[src/rtl/can_pkg.sv]
// Shared types and constants for the CAN arbitration-field transmitter.
package can_pkg;

    typedef enum logic [1:0] {
        IDLE = 2'd0,
        SEND = 2'd1,
        LOST = 2'd2,
        DONE = 2'd3
    } can_arb_state_t;

    localparam int CAN_BASE_ID_W    = 11;
    localparam int CAN_EXT_ID_W     = 18;
    localparam int CAN_ARB_LEN_BASE = 12;
    localparam int CAN_ARB_LEN_EXT  = 32;
    localparam int CAN_CNT_W        = 6;

    // Base field left-aligned in the shift register, unused tail recessive.
    function automatic logic [CAN_ARB_LEN_EXT-1:0] can_base_field(
        input logic [CAN_BASE_ID_W-1:0] id,
        input logic                     rtr
    );
        return {id, rtr, {(CAN_ARB_LEN_EXT - CAN_ARB_LEN_BASE){1'b1}}};
    endfunction

endpackage

[src/rtl/can_arb_shifter.sv]
// Arbitration-field shift register and bit counter; MSB is the bit on the bus.
module can_arb_shifter
    import can_pkg::*;
(
    input  logic                       clock,
    input  logic                       reset_n,
    input  logic                       clear,
    input  logic                       load,
    input  logic                       load_ext,
    input  logic [CAN_ARB_LEN_EXT-1:0] load_data,
    input  logic                       advance,
    output logic                       cur_bit,
    output logic                       next_bit,
    output logic                       last_bit
);

    logic [CAN_ARB_LEN_EXT-1:0] shift_q, shift_d;
    logic [CAN_CNT_W-1:0]       count_q, count_d;
    logic                       ext_q, ext_d;

    always_comb begin
        shift_d = shift_q;
        count_d = count_q;
        ext_d   = ext_q;
        if (clear) begin
            shift_d = '1;
            count_d = '0;
            ext_d   = 1'b0;
        end else if (load) begin
            shift_d = load_data;
            count_d = '0;
            ext_d   = load_ext;
        end else if (advance) begin
            shift_d = {shift_q[CAN_ARB_LEN_EXT-2:0], 1'b1};
            count_d = count_q + 1'b1;
        end
    end

    always_ff @(posedge clock or negedge reset_n) begin
        if (!reset_n) begin
            shift_q <= '1;
            count_q <= '0;
            ext_q   <= 1'b0;
        end else begin
            shift_q <= shift_d;
            count_q <= count_d;
            ext_q   <= ext_d;
        end
    end

    assign cur_bit  = shift_q[CAN_ARB_LEN_EXT-1];
    assign next_bit = shift_q[CAN_ARB_LEN_EXT-2];
    assign last_bit = (count_q == (ext_q ? CAN_CNT_W'(CAN_ARB_LEN_EXT - 1)
                                         : CAN_CNT_W'(CAN_ARB_LEN_BASE - 1)));

endmodule

[src/rtl/can_arb_tx.sv]
// CAN arbitration-field transmitter: sends ID/RTR, detects lost arbitration and bit errors.
// Define CAN_EXT_ID_EN to add the 29-bit extended identifier (tx_ide, tx_id_ext).
module can_arb_tx
    import can_pkg::*;
(
    input  logic                     clock,
    input  logic                     reset_n,
    input  logic                     enable,
    input  logic                     sof_complete,
    input  logic                     sample_point,
    input  logic                     rx_bit,
    input  logic [CAN_BASE_ID_W-1:0] tx_id,
    input  logic                     tx_rtr,
`ifdef CAN_EXT_ID_EN
    input  logic                     tx_ide,
    input  logic [CAN_EXT_ID_W-1:0]  tx_id_ext,
`endif
    output logic                     tx_bit,
    output logic                     arb_active,
    output logic                     arb_complete,
    output logic                     arb_lost,
    output logic                     bit_error
);

    can_arb_state_t state_q, state_d;
    logic tx_bit_q, tx_bit_d;
    logic arb_active_q, arb_active_d;
    logic arb_complete_q, arb_complete_d;
    logic arb_lost_q, arb_lost_d;
    logic bit_error_q, bit_error_d;

    logic                       sh_clear, sh_load, sh_advance, sh_load_ext;
    logic [CAN_ARB_LEN_EXT-1:0] sh_load_data;
    logic                       sh_cur_bit, sh_next_bit, sh_last_bit;

`ifdef CAN_EXT_ID_EN
    assign sh_load_ext  = tx_ide;
    assign sh_load_data = tx_ide ? {tx_id, 1'b1, 1'b1, tx_id_ext, tx_rtr}
                                 : can_base_field(tx_id, tx_rtr);
`else
    assign sh_load_ext  = 1'b0;
    assign sh_load_data = can_base_field(tx_id, tx_rtr);
`endif

    can_arb_shifter u_shifter (
        .clock     (clock),
        .reset_n   (reset_n),
        .clear     (sh_clear),
        .load      (sh_load),
        .load_ext  (sh_load_ext),
        .load_data (sh_load_data),
        .advance   (sh_advance),
        .cur_bit   (sh_cur_bit),
        .next_bit  (sh_next_bit),
        .last_bit  (sh_last_bit)
    );

    always_comb begin
        state_d        = state_q;
        tx_bit_d       = 1'b1;
        arb_active_d   = 1'b0;
        arb_complete_d = 1'b0;
        arb_lost_d     = 1'b0;
        bit_error_d    = 1'b0;
        sh_clear       = 1'b0;
        sh_load        = 1'b0;
        sh_advance     = 1'b0;

        if (!enable) begin
            state_d  = IDLE;
            sh_clear = 1'b1;
        end else begin
            case (state_q)
                IDLE: begin
                    // A coincident sample_point is deliberately not looked at here.
                    if (sof_complete) begin
                        sh_load      = 1'b1;
                        state_d      = SEND;
                        tx_bit_d     = tx_id[CAN_BASE_ID_W-1];
                        arb_active_d = 1'b1;
                    end
                end
                SEND: begin
                    tx_bit_d     = tx_bit_q;
                    arb_active_d = 1'b1;
                    if (sample_point) begin
                        if (sh_cur_bit && !rx_bit) begin
                            state_d      = LOST;
                            arb_lost_d   = 1'b1;
                            tx_bit_d     = 1'b1;
                            arb_active_d = 1'b0;
                        end else if (!sh_cur_bit && rx_bit) begin
                            state_d      = IDLE;
                            bit_error_d  = 1'b1;
                            tx_bit_d     = 1'b1;
                            arb_active_d = 1'b0;
                        end else if (sh_last_bit) begin
                            state_d        = DONE;
                            arb_complete_d = 1'b1;
                            tx_bit_d       = 1'b1;
                            arb_active_d   = 1'b0;
                        end else begin
                            sh_advance = 1'b1;
                            tx_bit_d   = sh_next_bit;
                        end
                    end
                end
                LOST:    state_d = IDLE;
                DONE:    state_d = IDLE;
                default: state_d = IDLE;
            endcase
        end
    end

    always_ff @(posedge clock or negedge reset_n) begin
        if (!reset_n) begin
            state_q        <= IDLE;
            tx_bit_q       <= 1'b1;
            arb_active_q   <= 1'b0;
            arb_complete_q <= 1'b0;
            arb_lost_q     <= 1'b0;
            bit_error_q    <= 1'b0;
        end else begin
            state_q        <= state_d;
            tx_bit_q       <= tx_bit_d;
            arb_active_q   <= arb_active_d;
            arb_complete_q <= arb_complete_d;
            arb_lost_q     <= arb_lost_d;
            bit_error_q    <= bit_error_d;
        end
    end

    assign tx_bit       = tx_bit_q;
    assign arb_active   = arb_active_q;
    assign arb_complete = arb_complete_q;
    assign arb_lost     = arb_lost_q;
    assign bit_error    = bit_error_q;

endmodule

[config.mk]
export PLATFORM = sky130hd
export DESIGN_NAME = can_arb_tx
export DESIGN_NICKNAME = d
export VERILOG_FILES = /design/src/rtl/can_pkg.sv /design/src/rtl/can_arb_shifter.sv /design/src/rtl/can_arb_tx.sv
export SDC_FILE = /design/constraint.sdc
export NUM_CORES = 1
export LEC_CHECK = 0
export CORE_UTILIZATION = 53
export CTS_CLUSTER_SIZE = 8
export DETAILED_ROUTE_END_ITERATION = 12
export PLACE_DENSITY = 0.86
export SYNTH_ARGS = -nofsm -noshare
export SYNTH_HDL_FRONTEND = slang
export SYNTH_HIERARCHICAL = 1
export SYNTH_SLANG_ARGS = --single-unit
[constraint.sdc]
create_clock -name clock -period 2.55 [get_ports clock]
set_clock_uncertainty 0.2 [all_clocks]
set_input_delay 0.3825 -clock clock [delete_from_list [all_inputs] [get_ports clock]]
set_output_delay 0.3825 -clock clock [all_outputs]
set_load 0.005 [all_outputs]
==> reports/qor.yml <==
worstMarginPinSlew_ps: 717
syn_avg_cell_area_um2: 12.0
fmax_ghz: 0.412
yosys.area.top_type: "dfstp_2"
endpoint_kind: "flip-flop"
die_w_um: 70.7
hp-start: "u_shifter/ext_q"
hold_viol: 0
min_to: "u_shifter/ext_q"
r2r_end: "u_shifter/count_q[5]"
power_mw: 1.47
reg2reg_depth: 9
antenna_found_initial: 0
initial_utilization: 0.563
hpwl_um: 2990
vias: 1627
status: "complete, but fails checks"
clk_latency_ps: 300
post_cts_buffers: 0
synth_top_cell_area_share: 0.347
via_per_inst: 5.17
grtUsageTotal: 0.199
grt_pass1_vias: 1703
clk_path_buf_depth: 2
crit_arrival_ps: 2460
cts-htree-levels: 2
io_pins: 23
grt_start_max_net_pins: 33
setup_viol: 0
dpl_cell_area_mm2: 0.00294
fin_crit_ps: 2430
synth-edff-count: 0
min_path_type: "reg -> reg"
drt_pass1_iterations: 8
ff2ff_setup_slack_ps: 120
worstSetupStartpointType: "flip-flop"
crit_family: "simple AND/OR/NAND/NOR gates"
cp_max_fo: 5
crit_slowest_cell: "dfrtp_1"
slew_headroom: 0.522
worst-path-buf-inv: 1
die_area_mm2: 0.00500
violations: "design-rule violations"
drt-initial-drc-count: 91
dp_slack_ps: -174
place_congestion: 0.782
report.final.slew_viol_count: 0
clkTransAtPathRegs_ps: 80
grt_overflow: 0
layout-drive-gt1-share: 0.365
p_leak_nw: 1.20
die_height_um: 70.7
cts_buffers: 5
area_growth_pct: 22.1
synth-seq-cells: 46
synth_area_mm2: 0.00250
remaining_drc_errors: 2
syn_inst: 209
synth-seq-area-share: 0.477
nets: 284
synth-async-reset-ratio: 1.00
grt_pass1_wl_um: 7750
tns_ps: 0
drt-total-wl_um: 4360
power_density_mw_per_mm2: 482
coreArea_mm2: 0.00444
cts_sinks: 46
fin_crit_sh: 0.952
cap_violations: 0
cts.root.buffer_cell: "clkbuf_8"
max-vdd-ir-drop_mv: 0.333
antenna_cells: 0
synth_cell_type_count: 36
final_cell_count_no_fill: 315
rsz0062_at_grt: "no"
hold_path_depth: 2
setup_ws_ps: 123
cpPeakStageDelay_ps: 440
crit_type: "reg -> reg"
postRouteAntennaNets: 0
rows: 24
synth_area_leaders: "dfstp_2, mux2_2, mux2i_1"
ys_warn_count: 6
io_buffers: 22
crit_chain: "ha_1 -> nand2_1 -> a211oi_2 -> or3_4 -> nor2_4 -> buf_4 -> nand4_4 -> or3_1 -> a21oi_1"
synth-main-ff-cell: "dfstp_2"
timing.rr.start: "u_shifter/count_q[0]"
cts_tree: "done"
place_inst: 306
fin_area_mm2: 0.00305
wl_per_cell_um: 13.9
cp_data_required_time_ps: 2580
flip-flops by register name (all words and copies together) (netlist names):
name,cells
state_q,2
bit_error,1
tx_bit,1
u_shifter/ext_q,1
arb_lost,1
arb_active,1
u_shifter/count_q,6
arb_complete,1
u_shifter/shift_q,32
layout by cell type (no fill, tap or decap), drive strengths merged, types with 4 or more instances in the layout:
cell type and instances:
clkdlybuf4s50 21, ha 4, buf 17, clkbuf 7, nor2 10, dfrtp 13, dfstp 33, mux2i 33
conb 21, mux2 31, nand2b 31, inv 7
worst reg2reg max path, cell delays in order (launching register included):
cell and delay, ps:
dfrtp_1 440, ha_1 250, nand2_1 100, a211oi_2 60, or3_4 400, nor2_4 140
buf_4 180, nand4_4 100, or3_1 350, a21oi_1 140
area by class of cell:
| class | count | area [um^2] |
|---|---|---|
| Clock inverter | 1 | 5.00 |
| Timing Repair Buffer | 39 | 387 |
| Tap cell | 52 | 65.1 |
| Clock buffer | 7 | 86.3 |
| Multi-Input combinational cell | 163 | 1290 |
| Sequential cell | 46 | 1190 |
| Inverter | 7 | 26.3 |
| Fill cell | 334 | 1390 |
worst max-delay path by stage:
stage,cells past startpoint,startpoint,endpoint
after floorplan,10,u_shifter/count_q[0],u_shifter/shift_q[1]
after CTS,9,u_shifter/count_q[0],u_shifter/shift_q[9]
after global placement,9,rx_bit,u_shifter/count_q[5]
after detailed placement,9,rx_bit,u_shifter/shift_q[3]
after global routing,9,u_shifter/count_q[0],u_shifter/count_q[5]
final,9,u_shifter/count_q[0],u_shifter/count_q[5]
timing repair:
action | in CTS | in global routing
setup endpoints to repair | 0 | 4
hold endpoints to repair | 13 | 0
resized for setup | 0 | 2
hold buffers | 1 | 0
layer usage:
metal | global-route usage | part of all wire
met1 | 0.254 | 0.46
met2 | 0.327 | 0.49
met3 | 0.0442 | 0.034
met4 | 0.0889 | 0.018
met5 | 0 | 0
metrics by stage:
step                 util  hold WS, ps
global placement    0.662          260
global route        0.687          417
finish              0.687          358
floorplan               -         -113
CTS                 0.685          366
detailed placement  0.662          277
synthesized netlist by cell type, drive strengths merged, types with 2 or more instances:
library cell / instances
dfstp: 33
mux2i: 33
mux2: 31
nand2b: 31
dfrtp: 13
nor2: 10
buf: 9
inv: 7
ha: 4
clkbuf: 3
nand2: 3
nor2b: 3
nor3: 3
or3: 3
xor2: 3
a31oi: 2
conb: 2
nand3: 2
nand4: 2
o21ai: 2
where the power goes:
group	internal (mW)	switching, mW	leakage (nW)	total, mW
logic	0.120	0.0975	0.626	0.218
registers	0.781	0.0179	0.526	0.798
clock network	0.219	0.238	0.0482	0.457
cell families (layout without fill, tap and decap cells):
| family | count (synthesis) | in the layout | share of synthesized area |
|---|---|---|---|
| compound gates | 9 | 9 | 0.0240 |
| xor+xnor | 4 | 4 | 0.0140 |
| fa+ha+maj | 4 | 4 | 0.0200 |
| buf+inv | 19 | 54 | 0.0410 |
| flops | 46 | 46 | 0.476 |
| mux | 64 | 64 | 0.271 |
| other cells | 2 | 21 | 0.00300 |
| simple gates | 61 | 61 | 0.150 |
No activity file was read; power rests on OpenSTA's default activity.
